`config.mk`:
```
export PLATFORM = sky130hd
export DESIGN_NAME = fp_special_resolve_pipe
export DESIGN_NICKNAME = d
export VERILOG_FILES = /design/src/rtl/fp_special_pkg.sv /design/src/rtl/fp_class_unit.sv /design/src/rtl/fp_special_resolve_pipe.sv
export SDC_FILE = /design/constraint.sdc
export NUM_CORES = 1
export LEC_CHECK = 0
export CAP_MARGIN = 20
export CORE_MARGIN = 4
export CORE_UTILIZATION = 40
export DETAILED_ROUTE_END_ITERATION = 16
export PLACE_DENSITY = 0.72
export SLEW_MARGIN = 20
export SYNTH_ARGS = -nofsm -noshare
export SYNTH_HDL_FRONTEND = slang
export SYNTH_SLANG_ARGS = --single-unit
```
`constraint.sdc`:
```
create_clock -name clk -period 5.3 [get_ports clk]
set_input_delay 1.06 -clock clk [delete_from_list [all_inputs] [get_ports clk]]
set_output_delay 1.06 -clock clk [all_outputs]
set_load 0.05 [all_outputs]
```
`src/rtl/fp_special_pkg.sv`:
```
// Shared encodings and constant builders for the FP special-operand resolver.
package fp_special_pkg;

  typedef enum logic [1:0] {
    CLS_FIN  = 2'd0,
    CLS_ZERO = 2'd1,
    CLS_INF  = 2'd2,
    CLS_NAN  = 2'd3
  } fp_cls_e;

  typedef enum logic [1:0] {
    KIND_ZERO = 2'd0,
    KIND_INF  = 2'd1,
    KIND_QNAN = 2'd2
  } fp_kind_e;

  localparam logic OP_MUL = 1'b0;
  localparam logic OP_DIV = 1'b1;

  // Result is right-aligned in 64 bits; callers cast down to their own width.
  function automatic logic [63:0] fp_const(input int unsigned exp_w, input int unsigned man_w,
                                           input logic sgn, input fp_kind_e kind);
    logic [63:0] man_mask;
    logic [63:0] exp_mask;
    logic [63:0] sgn_bit;
    man_mask = (64'd1 << man_w) - 64'd1;
    exp_mask = ((64'd1 << exp_w) - 64'd1) << man_w;
    sgn_bit  = 64'd1 << (exp_w + man_w);
    unique case (kind)
      KIND_QNAN: fp_const = exp_mask | man_mask;
      KIND_INF:  fp_const = exp_mask | (sgn ? sgn_bit : 64'd0);
      default:   fp_const = sgn ? sgn_bit : 64'd0;
    endcase
  endfunction

endpackage

```
`src/rtl/fp_class_unit.sv`:
```
// Combinational IEEE754 operand classifier; subnormals classify as finite.
module fp_class_unit
  import fp_special_pkg::*;
#(
  parameter int unsigned EXP_W = 8,
  parameter int unsigned MAN_W = 23
) (
  input  logic [EXP_W-1:0] exp,
  input  logic [MAN_W-1:0] man,
  output fp_cls_e          cls,
  output logic             snan
);

  logic exp_ones;
  logic exp_zero;
  logic man_zero;

  assign exp_ones = &exp;
  assign exp_zero = ~|exp;
  assign man_zero = ~|man;

  always_comb begin
    cls = CLS_FIN;
    if (exp_ones) begin
      cls = man_zero ? CLS_INF : CLS_NAN;
    end else if (exp_zero && man_zero) begin
      cls = CLS_ZERO;
    end
  end

  assign snan = exp_ones && !man_zero && !man[MAN_W-1];

endmodule

```
`src/rtl/fp_special_resolve_pipe.sv`:
```
// Two-stage special-operand resolver for FP MUL/DIV results with sticky exception flags.
// Optional FP_NAN_PROPAGATE_EN: NaN results carry the first NaN operand, quieted.
module fp_special_resolve_pipe
  import fp_special_pkg::*;
#(
  parameter int unsigned EXP_W = 8,
  parameter int unsigned MAN_W = 23,
  localparam int unsigned W    = 1 + EXP_W + MAN_W
) (
  input  logic         clk,
  input  logic         rst,
  input  logic         in_valid,
  output logic         in_ready,
  input  logic         in_op,
  input  logic [W-1:0] in_a,
  input  logic [W-1:0] in_b,
  input  logic [W-1:0] in_tmp,
  output logic         out_valid,
  input  logic         out_ready,
  output logic [W-1:0] out_result,
  output logic         out_invalid,
  output logic         out_divzero,
  input  logic         flag_clr,
  output logic         flag_invalid,
  output logic         flag_divzero
);

  localparam logic [W-1:0] QNAN     = W'(fp_const(EXP_W, MAN_W, 1'b0, KIND_QNAN));
  localparam logic [W-1:0] INF_MAG  = W'(fp_const(EXP_W, MAN_W, 1'b0, KIND_INF));
  localparam logic [W-1:0] ZERO_MAG = W'(fp_const(EXP_W, MAN_W, 1'b0, KIND_ZERO));

  fp_cls_e cls_a, cls_b;
  logic    snan_a, snan_b;

  fp_class_unit #(.EXP_W(EXP_W), .MAN_W(MAN_W)) u_class_a (
    .exp  (in_a[W-2:MAN_W]),
    .man  (in_a[MAN_W-1:0]),
    .cls  (cls_a),
    .snan (snan_a)
  );

  fp_class_unit #(.EXP_W(EXP_W), .MAN_W(MAN_W)) u_class_b (
    .exp  (in_b[W-2:MAN_W]),
    .man  (in_b[MAN_W-1:0]),
    .cls  (cls_b),
    .snan (snan_b)
  );

  logic         s1_valid, s1_op, s1_sgn, s1_snan;
  logic [W-1:0] s1_tmp;
  fp_cls_e      s1_ca, s1_cb;
  logic         s2_adv, s1_load;

  assign s2_adv   = !out_valid || out_ready;
  assign in_ready = !s1_valid || s2_adv;
  assign s1_load  = in_valid && in_ready;

`ifdef FP_NAN_PROPAGATE_EN
  logic [W-1:0] nan_src;
  logic [W-1:0] s1_nan;
  logic [W-1:0] quiet_bit;
  assign quiet_bit = W'(1) << (MAN_W - 1);
  assign nan_src   = ((cls_a == CLS_NAN) ? in_a : in_b) | quiet_bit;

  always_ff @(posedge clk or posedge rst) begin
    if (rst) begin
      s1_nan <= '0;
    end else if (s1_load) begin
      s1_nan <= nan_src;
    end
  end
`else
  logic [W-1:0] s1_nan;
  assign s1_nan = QNAN;
`endif

  always_ff @(posedge clk or posedge rst) begin
    if (rst) begin
      s1_valid <= 1'b0;
      s1_op    <= OP_MUL;
      s1_sgn   <= 1'b0;
      s1_snan  <= 1'b0;
      s1_tmp   <= '0;
      s1_ca    <= CLS_FIN;
      s1_cb    <= CLS_FIN;
    end else if (in_ready) begin
      s1_valid <= in_valid;
      if (in_valid) begin
        s1_op   <= in_op;
        s1_sgn  <= in_a[W-1] ^ in_b[W-1];
        s1_snan <= snan_a || snan_b;
        s1_tmp  <= in_tmp;
        s1_ca   <= cls_a;
        s1_cb   <= cls_b;
      end
    end
  end

  logic         za, zb, ia, ib, any_nan, is_mul;
  logic [W-1:0] inf_s, zero_s, res_d;
  logic         inv_d, dz_d;

  assign za      = (s1_ca == CLS_ZERO);
  assign zb      = (s1_cb == CLS_ZERO);
  assign ia      = (s1_ca == CLS_INF);
  assign ib      = (s1_cb == CLS_INF);
  assign any_nan = (s1_ca == CLS_NAN) || (s1_cb == CLS_NAN);
  assign is_mul  = (s1_op == OP_MUL);
  assign inf_s   = {s1_sgn, INF_MAG[W-2:0]};
  assign zero_s  = {s1_sgn, ZERO_MAG[W-2:0]};

  // Priority chain: NaN, invalid forms, infinities, div-by-zero, zeros, finite.
  always_comb begin
    res_d = s1_tmp;
    inv_d = 1'b0;
    dz_d  = 1'b0;
    if (any_nan) begin
      res_d = s1_nan;
      inv_d = s1_snan;
    end else if (is_mul ? ((za && ib) || (ia && zb)) : ((za && zb) || (ia && ib))) begin
      res_d = QNAN;
      inv_d = 1'b1;
    end else if (is_mul ? (ia || ib) : ia) begin
      res_d = inf_s;
    end else if (!is_mul && ib) begin
      res_d = zero_s;
    end else if (!is_mul && zb) begin
      res_d = inf_s;
      dz_d  = 1'b1;
    end else if (is_mul ? (za || zb) : za) begin
      res_d = zero_s;
    end
  end

  always_ff @(posedge clk or posedge rst) begin
    if (rst) begin
      out_valid   <= 1'b0;
      out_result  <= '0;
      out_invalid <= 1'b0;
      out_divzero <= 1'b0;
    end else if (s2_adv) begin
      out_valid <= s1_valid;
      if (s1_valid) begin
        out_result  <= res_d;
        out_invalid <= inv_d;
        out_divzero <= dz_d;
      end
    end
  end

  logic out_hs;
  assign out_hs = out_valid && out_ready;

  // A setting handshake overrides a coincident clear.
  always_ff @(posedge clk or posedge rst) begin
    if (rst) begin
      flag_invalid <= 1'b0;
      flag_divzero <= 1'b0;
    end else begin
      flag_invalid <= (flag_invalid && !flag_clr) || (out_hs && out_invalid);
      flag_divzero <= (flag_divzero && !flag_clr) || (out_hs && out_divzero);
    end
  end

endmodule
```
# Yosys cells after proc, flatten, opt, wreduce, memory -nomap -nowiden
# Index checks and enable logic that the tools add are counted.
[totals] ff_bits=77 elab_cells=86
[op_classes] reduce_logical=44 n_mux=22 n_bitwise=1 eq_ne=6
[ops] operator="32-bit two-way mux" count=6
[ops] operator="23-bit OR reduction" count=2
[ops] operator="1-bit logical AND" count=17
[ops] operator="8-bit AND reduction" count=2
[ops] operator="8-bit OR reduction" count=2
[ops] operator="1-bit two-way mux" count=14
[ops] operator="1-bit logical OR" count=10
[ops] operator="1-bit logical NOT" count=9
[ops] operator="2-bit equality test (second input constant)" count=4
[ops] operator="2-bit by 1-bit equality test with 1-bit output (second input constant)" count=2
[ops] operator="2-bit two-way mux" count=2
[ops] operator="2-bit AND reduction" count=2
[ops] operator="1-bit bitwise XOR" count=1

# Depth between registers and ports, before layout
# Gate-level depths: netlist (run 1).
[logic_depth] word_depth=9 depth_mapped=6 ltp_nobuf=5

# Hierarchy
# From an unflattened synthesis (run 1), not the netlist that was laid out.
[hier_totals] cells_unflattened=309 area_unflattened_um2=3398.3
[modules_own_cells] module="fp_special_resolve_pipe" seq_area_each_um2=1926.8 cells_each=271 area_each_um2=3170.5 n_inst=1
[modules_own_cells] module="fp_class_unit" seq_area_each_um2=0.0 cells_each=19 area_each_um2=113.9 n_inst=2

# Worst setup path before layout (run 1)
# Ideal clock, no wire load.
[synth_timing] path_kind="input to output" start="in out_ready" end="out in_ready" cell_stages=2 arrival_ns=1.517 slack_ns=2.723 required_time_ns=4.240 path_buffers=0 path_cell_list="and3b_1 clkinv_2"
[synth_between] elab_chain_cells=2
[synth_lines] item="start, declared" line="fp_special_resolve_pipe.sv:19" rtl="input logic out_ready,"
[synth_lines] item="1-bit logical OR" line="fp_special_resolve_pipe.sv:54" rtl="assign s2_adv = !out_valid || out_ready;"
[synth_lines] item="1-bit logical OR" line="fp_special_resolve_pipe.sv:55" rtl="assign in_ready = !s1_valid || s2_adv;"
[synth_lines] item="end, declared" line="fp_special_resolve_pipe.sv:13" rtl="output logic in_ready,"
# Every way passes these cells.

# Final worst setup path (run 1)
# Ends and elaborated chain as after synthesis.

==> results of run 1 <==
## flip-flops by register name, summed over array words and instances, names as in the netlist
| name | flops |
|---|---|
| s1_valid | 1 |
| s1_sgn | 1 |
| s1_cb | 2 |
| s1_snan | 1 |
| out_invalid | 1 |
| s1_ca | 2 |
| s1_op | 1 |
| flag_divzero | 1 |
| out_valid | 1 |
| out_divzero | 1 |
| out_result | 32 |
| flag_invalid | 1 |
| s1_tmp | 32 |
## worst max path at each step
stage / start / to / slack (ps) / cells past startpoint
6_report: out_ready / in_ready / 1570 / 4
5_1_grt: out_ready / in_ready / 1470 / 4
4_1_cts: out_ready / in_ready / 1550 / 4
3_5_place_dp: out_ready / in_ready / 1570 / 4
3_3_place_gp: out_ready / in_ready / 1560 / 4
2_1_floorplan: rst / flag_divzero$_DFF_PP0_ / 2270 / 1
## layout make-up
type / instances / share of cell area [%]
clock buffers: 9 / 2.41
inverters: 6 / 0.487
repair buffers: 141 / 27.4
clock inverters: 6 / 1.73
multi-input cells: 210 / 28.0
flip-flops and latches: 77 / 37.5
well taps: 105 / 2.56
## cell families after synthesis
kind of cell / after synthesis / share of synthesized area (%)
flip-flops: 77 / 54.7
AND/OR/NAND/NOR: 109 / 15.3
multiplexers: 36 / 11.6
buffers and inverters: 26 / 4.44
XOR/XNOR: 3 / 0.747
AO/OA/AOI/OAI: 62 / 13.2
## worst register-to-register path, delay by kind of cell, from the launching register on
kind,cells,cell delay (ps)
compound gates,1,200
flops,1,550
xor+xnor,1,240
simple gates,1,810
mux,1,400
## Yosys cell counts, drive strengths merged
library cell	n	share of area (%)
inv	5	0.53
nand3b	1	0.21
and3b	1	0.25
nor3	4	0.57
or4	2	0.43
a211o	1	0.25
nor4	16	2.8
nor2	26	3.3
nand4	6	1.1
a22o	1	0.25
dfrtp	77	55
and2	1	0.18
mux2	36	12
clkinv	1	0.14
a22oi	1	0.21
nand2b	4	0.71
clkbuf	5	0.53
o21ai	6	0.85
a211oi	8	1.7
a21oi	31	6.5
nor3b	1	0.21
o22a	9	2.3
buf	15	3.2
o211ai	2	0.43
nand2	35	3.8
a21o	3	0.64
xnor2	1	0.25
xor2	2	0.50
nand3	12	1.7
## layer usage
| metal | vias up | routed length [um] | GRT usage (%) |
|---|---|---|---|
| li1 | 1376 | - | - |
| met1 | 1339 | 3140 | 17.9 |
| met2 | 114 | 4260 | 28.7 |
| met3 | 15 | 746 | 5.30 |
| met4 | 0 | 147 | 5.83 |
| met5 | - | 0 | 0 |
## where the power goes
group	total, mW	leakage, nW	switching [mW]	internal, mW
Clock	0.472	0.101	0.210	0.262
Sequential	0.738	0.897	0.0556	0.682
Combinational	0.594	1.11	0.343	0.252
## cells in the final DEF (no fill, tap or decap), drive strengths merged, types with 2 or more instances in the layout
cell type,instances
or4,2
nand2b,4
clkbuf,9
nand2,35
a21oi,31
nand3,12
nor3,4
inv,4
nor2,26
mux2,36
dfrtp,77
clkinvlp,2
nor4,16
o21ai,6
xor2,2
clkdlybuf4s50,139
bufinv,2
clkinv,4
o211ai,2
a211oi,8
a21o,3
o22a,9
buf,2
nand4,6
==> metrics.log, run 1 <==
INFO  metric cap_violations = 0
INFO  metric insertion_delay = 340 ps
INFO  metric avgRoutedWirePerCell = 15.0 um
INFO  metric place.detailed.instances = 539
INFO  metric grt_antenna_before_repair = 0
INFO  metric routed-via-count = 2,844
INFO  metric finish.utilization = 61.3%
INFO  metric relSlewSlack = 32.4%
INFO  metric final_antenna_net_count = 0
INFO  metric start_kind = primary input
INFO  metric synth-seq-area-share = 54.7%
INFO  metric pre_cts_worst_setup_slack = 1570 ps
INFO  metric cp_max_fo = 4
INFO  metric vias_per_cell = 5.13
INFO  metric final_net_count = 547
INFO  metric timing_worst_setup_path_type = in -> out
INFO  metric power.static_leakage = 2.11 nW
INFO  metric floorplan.initialDensity = 42.0%
INFO  metric gr-usage-all-layers = 16.1%
INFO  metric crit_path_top_delay_cell = sky130_fd_sc_hd__clkdlybuf4s50_1
INFO  metric synth.ff_latch_count = 77
INFO  metric rsz0062_at_grt = no
INFO  metric multi_input_area = 1440 sq um
INFO  metric port_buffers = 139
INFO  metric layout.cells.non_filler = 554
INFO  metric core-area = 8380 sq um
INFO  metric ff2ff_path_depth = 4
INFO  metric cts_tree = done
INFO  metric dp_hpwl = 6.30 mm
INFO  metric synth.yosys.warnings = 0
INFO  metric cts_inserted_buffers = 9
INFO  metric crit-reg2reg-capture = out_result[31]$_DFFE_PP0P_
INFO  metric cells_after_synthesis = 313
INFO  metric result_of_the_run = completed
INFO  metric timing.critical_path.required = 4240 ps
INFO  metric floorplan.die_area = 10,400 sq um
INFO  metric final.hold.worst_slack = 491 ps
INFO  metric initialDrtViolationCount = 73
INFO  metric final_period_minus_worst_setup_slack = 3730 ps
INFO  metric die-height = 102 um
INFO  metric final_design_area_excluding_fillers = 5140 sq um
INFO  metric reg2reg_slack = 3000 ps
INFO  metric cts-root-buf = sky130_fd_sc_hd__clkbuf_8
INFO  metric final_layout_size_suffix_gt1_share = 17.1%
INFO  metric setup_total_negative_slack = 0 ps
INFO  metric grt_start_max_net_pins = 45
INFO  metric globalRouteOverflowTotal = 0
INFO  metric crit_path_cell_trace = clkdlybuf4s50_1 > and3b_1 > clkinv_2 > clkdlybuf4s50_1
INFO  metric rows = 33
INFO  metric power.density_cell_area = 351 nW/um^2
INFO  metric timing.critical_path.buf_inv = 3
INFO  metric synthesis.area = 3520 sq um
INFO  metric timing.critical_path.arrival = 2670 ps
INFO  metric diodes = 0
INFO  metric routabilityCongestion = 0.795
INFO  metric final-setup-viol-count = 0
INFO  metric crit_family = buffers and inverters
INFO  metric worst_supply_voltage_drop_on_vdd = 0.170 mV
INFO  metric worstReg2RegStart = s1_cb[1]$_DFFE_PP0P_
INFO  metric cts_resized = 0
INFO  metric whs_endpoint = s1_sgn$_DFFE_PP0P_
INFO  metric cts-htree-levels = 3
INFO  metric worstSetupEndpointType = output port
INFO  metric yosys.cell_types.count = 40
INFO  metric cpPeakStageDelay = 800 ps
INFO  metric syn2layout_area_growth = 46.0%
INFO  metric worst_hold_path_type = reg -> reg
INFO  metric clk_path_buf_depth = 2
INFO  metric syn_area_per_cell = 11.2 sq um
INFO  metric post_cts.repair.setup_buffers = 0
INFO  metric syn-num-nets = 415
INFO  metric clk_pin_slew_worst_setup_hold_paths = 80 ps
INFO  metric ff_latch_area = 1930 sq um
INFO  metric cell_type_with_the_highest_occurrence_count_on_the_critical_path = sky130_fd_sc_hd__clkdlybuf4s50_1
INFO  metric fin_crit_share = 70.5%
INFO  metric drt_pre_antenna_iters = 4
INFO  metric first_global_vias = 2,891
INFO  metric grt_pass1_wl = 12.9 mm
INFO  metric nFillCells = 725
INFO  metric drt-total-wl = 8.30 mm
INFO  metric clk_skew = 7.95 ps
INFO  metric layout_setup_ws = 1570 ps
INFO  metric timing.final.hold_violations = 0
INFO  metric min_from = s1_sgn$_DFFE_PP0P_
INFO  metric total_power = 1.80 mW
INFO  metric max_freq = 268 MHz
INFO  metric postCtsHoldBufs = 0
INFO  metric worst_slew_pin_slew = 1010 ps
INFO  metric detail_route.drc_violations = 0
INFO  metric detailed_place.area = 4930 sq um
INFO  metric slew_violations = 0
INFO  metric min_path_cells = 2
INFO  metric cts_sinks = 77
INFO  metric die-width = 102 um
INFO  metric io_pins = 140
Power figures use the tool's default switching activity.
==> inputs of run 2 (changes only) <==
--- a/config.mk
+++ b/config.mk
@@ -7,9 +7,9 @@
 export LEC_CHECK = 0
 export CAP_MARGIN = 20
 export CORE_MARGIN = 4
-export CORE_UTILIZATION = 40
+export CORE_UTILIZATION = 39
 export DETAILED_ROUTE_END_ITERATION = 16
-export PLACE_DENSITY = 0.72
+export PLACE_DENSITY = 0.73
 export SLEW_MARGIN = 20
 export SYNTH_ARGS = -nofsm -noshare
 export SYNTH_HDL_FRONTEND = slang
==> constraint.sdc (replaced) <==
create_clock -name clk -period 3.3 [get_ports clk]
set_input_delay 0.66 -clock clk [delete_from_list [all_inputs] [get_ports clk]]
set_output_delay 0.66 -clock clk [all_outputs]
set_load 0.05 [all_outputs]
==> run 2 against run 1 <==
Against the previous run:
- clock-buffer cell count grew 1
- worst hold slack lost 5.7 ps
- worst setup slack lost 660 ps
- sequential cell count is the same
- first-iteration DRC count shrank 9.6%
- register-to-register slack lost 1600 ps
- critical endpoint unchanged
- die area grew 2.4%
- combinational power grew 63%
==> metrics.log, run 2 (same netlist as run 1, synthesis figures left out) <==
INFO  metric cp_max_fo = 4
INFO  metric floorplan.initialDensity = 40.2%
INFO  metric final-setup-viol-count = 0
INFO  metric worst_hold_path_type = reg -> reg
INFO  metric core-area = 8760 sq um
INFO  metric cts-root-buf = sky130_fd_sc_hd__clkbuf_8
INFO  metric setup_total_negative_slack = 0 ps
INFO  metric timing.critical_path.arrival = 1730 ps
INFO  metric worst_slew_pin_slew = 888 ps
INFO  metric initialDrtViolationCount = 66
INFO  metric final.hold.worst_slack = 485 ps
INFO  metric crit-reg2reg-capture = out_result[30]$_DFFE_PP0P_
INFO  metric pre_cts_worst_setup_slack = 788 ps
INFO  metric die-width = 103 um
INFO  metric grt_start_max_net_pins = 45
INFO  metric critical_path.startpoint = out_ready
INFO  metric timing_worst_setup_path_type = in -> out
INFO  metric power.static_leakage = 2.15 nW
INFO  metric cts_resized = 0
INFO  metric first_global_vias = 2,967
INFO  metric rows = 34
INFO  metric nFillCells = 743
INFO  metric floorplan.die_area = 10,600 sq um
INFO  metric timing.critical_path.required = 2640 ps
INFO  metric vias_per_cell = 5.20
INFO  metric die-height = 103 um
INFO  metric cts_sinks = 77
INFO  metric clk_path_buf_depth = 2
INFO  metric insertion_delay = 360 ps
INFO  metric endpoint = in_ready
INFO  metric worstReg2RegStart = s1_cb[0]$_DFFE_PP0P_
INFO  metric layout_setup_ws = 907 ps
INFO  metric relSlewSlack = 40.7%
INFO  metric avgRoutedWirePerCell = 15.9 um
INFO  metric final_period_minus_worst_setup_slack = 2390 ps
INFO  metric grt_pass1_wl = 13.8 mm
INFO  metric port_buffers = 139
INFO  metric ff2ff_path_depth = 3
INFO  metric cap_violations = 0
INFO  metric most_used_cells_in_the_layout_excluding_fill_and_tap_cells = sky130_fd_sc_hd__clkdlybuf4s50_1, sky130_fd_sc_hd__dfrtp_1, sky130_fd_sc_hd__nand2_1
INFO  metric power.density_cell_area = 590 nW/um^2
INFO  metric worst_supply_voltage_drop_on_vdd = 0.218 mV
INFO  metric finish.utilization = 59.6%
INFO  metric result_of_the_run = completed
INFO  metric drt_pre_antenna_iters = 6
INFO  metric routabilityCongestion = 0.762
INFO  metric final_net_count = 550
INFO  metric rsz0062_at_grt = no
INFO  metric gr-usage-all-layers = 17.3%
INFO  metric syn2layout_area_growth = 48.5%
INFO  metric io_pins = 140
INFO  metric detail_route.drc_violations = 0
INFO  metric clk_pin_slew_worst_setup_hold_paths = 70 ps
INFO  metric layout.cells.non_filler = 562
INFO  metric cts-htree-levels = 3
INFO  metric globalRouteOverflowTotal = 0
INFO  metric routed-via-count = 2,925
INFO  metric post_cts.repair.setup_buffers = 0
INFO  metric fin_crit_share = 72.5%
INFO  metric postCtsHoldBufs = 0
INFO  metric biggestRegsByFlops = out_result: 32 flops, s1_tmp: 32 flops
INFO  metric final_antenna_net_count = 0
INFO  metric timing.final.hold_violations = 0
INFO  metric cts_inserted_buffers = 9
INFO  metric layout_commonest_cell = sky130_fd_sc_hd__clkdlybuf4s50_1
INFO  metric start_kind = primary input
INFO  metric dp_hpwl = 6.79 mm
INFO  metric reg2reg_slack = 1420 ps
INFO  metric clk_skew = 11.5 ps
INFO  metric slew_violations = 0
INFO  metric final_layout_size_suffix_gt1_share = 17.9%
INFO  metric max_freq = 418 MHz
INFO  metric cts_tree = done
INFO  metric grt_antenna_before_repair = 1
INFO  metric place.detailed.instances = 545
INFO  metric drt-total-wl = 8.96 mm
INFO  metric worstSetupEndpointType = output port
-- run 2: cell types whose count changed in the layout (fill, tap and decap cells not counted), sizes merged --
cell           previous run  this run
buf                       2         6
bufinv                    2         4
clkinvlp                  2         0
clkbuf                    9        10
clkdlybuf4s50           139       138
clkinv                    4         3
diode                     0         1
inv                       4         5
-- run 2: cell type report --
cell class / instances / area, sq um / area share [%]
diodes: 1 / 2.50 / 0.0479
inverters: 6 / 25.0 / 0.479
flip-flops and latches: 77 / 1930 / 36.9
clock buffers: 10 / 128 / 2.44
multi-input cells: 210 / 1440 / 27.5
well taps: 108 / 135 / 2.59
clock inverters: 6 / 134 / 2.56
repair buffers: 144 / 1440 / 27.5
-- run 2: metrics by stage --
step,instance area [sq um],power (mW)
floorplan,3520,1.80
detailed placement,4960,2.18
finish,5230,3.08
CTS,5220,3.11
global placement,4960,2.16
global route,5230,3.22
-- run 2: metal layers --
layer / part of all wire (%) / wire, um / vias up / GRT usage (%)
li1: - / - / 1386 / -
met5: 0 / 0 / - / 0
met3: 9.2 / 824 / 17 / 5.35
met4: 2.5 / 223 / 0 / 7.67
met1: 38 / 3380 / 1386 / 18.8
met2: 51 / 4530 / 136 / 30.7
-- run 2: where the power goes --
part / total, mW / switching, mW / internal (mW)
Sequential: 1.19 / 0.0908 / 1.10
Clock: 0.927 / 0.346 / 0.580
Combinational: 0.968 / 0.560 / 0.407
-- run 2: worst min path at each step --
stage                          startpoint                    end  slack [ps]  cells after the start
floorplan              s1_sgn$_DFFE_PP0P_     s1_sgn$_DFFE_PP0P_         440                      2
global placement       s1_sgn$_DFFE_PP0P_     s1_sgn$_DFFE_PP0P_         460                      2
detailed placement     s1_sgn$_DFFE_PP0P_     s1_sgn$_DFFE_PP0P_         480                      2
CTS                    s1_sgn$_DFFE_PP0P_     s1_sgn$_DFFE_PP0P_         490                      2
global route        s1_tmp[6]$_DFFE_PP0P_  s1_tmp[6]$_DFFE_PP0P_         520                      1
finish                 s1_sgn$_DFFE_PP0P_     s1_sgn$_DFFE_PP0P_         490                      2
-- run 2: worst max-delay path, cell delays in order --
cell and delay (ps):
sky130_fd_sc_hd__clkdlybuf4s50_1 470, sky130_fd_sc_hd__and3b_1 310, sky130_fd_sc_hd__clkinv_2 100, sky130_fd_sc_hd__buf_4 190
==> inputs of run 3 (changes only) <==
--- a/config.mk
+++ b/config.mk
@@ -7,9 +7,9 @@
 export LEC_CHECK = 0
 export CAP_MARGIN = 20
 export CORE_MARGIN = 4
-export CORE_UTILIZATION = 39
+export CORE_UTILIZATION = 40
 export DETAILED_ROUTE_END_ITERATION = 16
-export PLACE_DENSITY = 0.73
+export PLACE_DENSITY = 0.72
 export SLEW_MARGIN = 20
 export SYNTH_ARGS = -nofsm -noshare
 export SYNTH_HDL_FRONTEND = slang
==> constraint.sdc (replaced) <==
create_clock -name clk -period 2.4 [get_ports clk]
set_input_delay 0.48 -clock clk [delete_from_list [all_inputs] [get_ports clk]]
set_output_delay 0.48 -clock clk [all_outputs]
set_load 0.05 [all_outputs]
==> run 3 against run 2 <==
Against the previous run:
- via count down 2.1%
- sequential power up 37%
- register-to-register slack worse by 730 ps
- global-route usage down 0.25 points
- total power up 28%
- worst hold slack better by 16 ps
- combinational power up 38%
- critical path type is now reg -> out
==> metrics.log, run 3 (same netlist as run 1, synthesis figures left out) <==
INFO  metric layout.cells.non_filler = 560
INFO  metric layout_setup_ws = 350 ps
INFO  metric grt_antenna_before_repair = 0
INFO  metric crit_path_cell_trace = clkdlybuf4s50_1
INFO  metric critical_path.startpoint = out_valid$_DFFE_PP0P_
INFO  metric drt_pre_antenna_iters = 4
INFO  metric setup_total_negative_slack = 0 ps
INFO  metric timing.critical_path.arrival = 1570 ps
INFO  metric gr-usage-all-layers = 17.0%
INFO  metric worstReg2RegStart = s1_cb[0]$_DFFE_PP0P_
INFO  metric post_cts.repair.setup_buffers = 0
INFO  metric port_buffers = 139
INFO  metric worst_supply_voltage_drop_on_vdd = 0.316 mV
INFO  metric io_pins = 140
INFO  metric dp_hpwl = 6.62 mm
INFO  metric cts_inserted_buffers = 9
INFO  metric final_period_minus_worst_setup_slack = 2050 ps
INFO  metric power.static_leakage = 2.15 nW
INFO  metric routabilityCongestion = 0.808
INFO  metric initialDrtViolationCount = 55
INFO  metric cts_sinks = 77
INFO  metric clk_path_buf_depth = 2
INFO  metric worst_slew_pin_slew = 547 ps
INFO  metric biggestRegsByFlops = out_result: 32 flops, s1_tmp: 32 flops
INFO  metric timing.critical_path.required = 1920 ps
INFO  metric globalRouteOverflowTotal = 0
INFO  metric first_global_vias = 2,913
INFO  metric slew_violations = 0
INFO  metric postCtsHoldBufs = 0
INFO  metric vias_per_cell = 5.12
INFO  metric most_used_cells_in_the_layout_excluding_fill_and_tap_cells = sky130_fd_sc_hd__clkdlybuf4s50_1, sky130_fd_sc_hd__dfrtp_1, sky130_fd_sc_hd__nand2_1
INFO  metric cp_max_fo = 5
INFO  metric core-area = 8380 sq um
INFO  metric clk_pin_slew_worst_setup_hold_paths = 70 ps
INFO  metric detail_route.drc_violations = 0
INFO  metric cts_tree = done
INFO  metric cts-root-buf = sky130_fd_sc_hd__clkbuf_8
INFO  metric timing.final.hold_violations = 0
INFO  metric min_from = s1_valid$_DFFE_PP0N_
INFO  metric grt_pass1_wl = 13.6 mm
INFO  metric total_power = 3.93 mW
INFO  metric relSlewSlack = 63.4%
INFO  metric drt-total-wl = 8.50 mm
INFO  metric timing_worst_setup_path_type = reg -> out
INFO  metric floorplan.initialDensity = 42.0%
INFO  metric fin_crit_share = 85.4%
INFO  metric final_antenna_net_count = 0
INFO  metric cts-htree-levels = 3
INFO  metric grt_start_max_net_pins = 78
INFO  metric max_freq = 488 MHz
INFO  metric worstSetupEndpointType = output port
INFO  metric die-height = 102 um
INFO  metric cpPeakStageDelay = 830 ps
INFO  metric floorplan.die_area = 10,400 sq um
INFO  metric cts_resized = 0
INFO  metric rsz0062_at_grt = no
INFO  metric cap_violations = 0
INFO  metric place.detailed.instances = 544
INFO  metric crit_path_top_delay_cell = sky130_fd_sc_hd__clkdlybuf4s50_1
INFO  metric result_of_the_run = completed
INFO  metric final_layout_size_suffix_gt1_share = 18.5%
INFO  metric pre_cts_worst_setup_slack = 113 ps
INFO  metric clk_skew = 8.25 ps
INFO  metric avgRoutedWirePerCell = 15.2 um
INFO  metric crit_family = buffers and inverters
INFO  metric final-setup-viol-count = 0
INFO  metric routed-via-count = 2,865
INFO  metric rows = 33
INFO  metric diodes = 0
INFO  metric die-width = 102 um
INFO  metric layout_commonest_cell = sky130_fd_sc_hd__clkdlybuf4s50_1
INFO  metric power.density_cell_area = 753 nW/um^2
INFO  metric final_net_count = 552
INFO  metric timing.critical_path.buf_inv = 1
INFO  metric start_kind = flop
INFO  metric insertion_delay = 330 ps
INFO  metric worst_hold_path_type = reg -> reg
INFO  metric syn2layout_area_growth = 48.5%
## run 3: final timing paths
| kind | end | slack, ps | depth (start not counted) |
|---|---|---|---|
| setup / recovery | out_valid | 350 | 1 |
| hold / removal | out_valid$_DFFE_PP0P_ | 500 | 1 |
| setup reg to reg | out_result[25]$_DFFE_PP0P_ | 690 | 3 |
| hold reg to reg | out_valid$_DFFE_PP0P_ | 500 | 1 |
| max in group asynchronous | s1_valid$_DFFE_PP0N_ | 1480 | 3 |
| min in group asynchronous | out_result[2]$_DFFE_PP0P_ | 600 | 3 |
## run 3: through the flow
| stage | utilization, % | area [sq um] | hold WS, ps |
|---|---|---|---|
| after global routing | 62.3 | 5230 | 524 |
| after detailed placement | 60.0 | 5030 | 486 |
| after floorplan | - | 3520 | 443 |
| final | 62.3 | 5230 | 501 |
| after global placement | 60.0 | 5030 | 464 |
| after CTS | 62.3 | 5230 | 504 |
## run 3: layer usage
metal | track usage, % | vias up | routed length [um]
li1 | - | 1393 | -
met1 | 19.2 | 1334 | 3210
met2 | 29.9 | 126 | 4310
met3 | 4.61 | 12 | 773
met4 | 7.67 | 0 | 207
met5 | 0 | - | 0
## run 3: area by class of cell
cell class	count	area, sq um
flip-flops and latches	77	1930
well taps	105	131
fillers	685	3160
multi-input cells	210	1440
inverters	6	27.5
clock buffers	10	138
repair buffers	146	1500
clock inverters	6	61.3
## run 3: power by group
| group | total (mW) | switching [mW] | internal, mW |
|---|---|---|---|
| logic | 1.34 | 0.767 | 0.576 |
| clock network | 0.957 | 0.450 | 0.507 |
| registers | 1.63 | 0.125 | 1.51 |
| total | 3.93 | 1.34 | 2.59 |
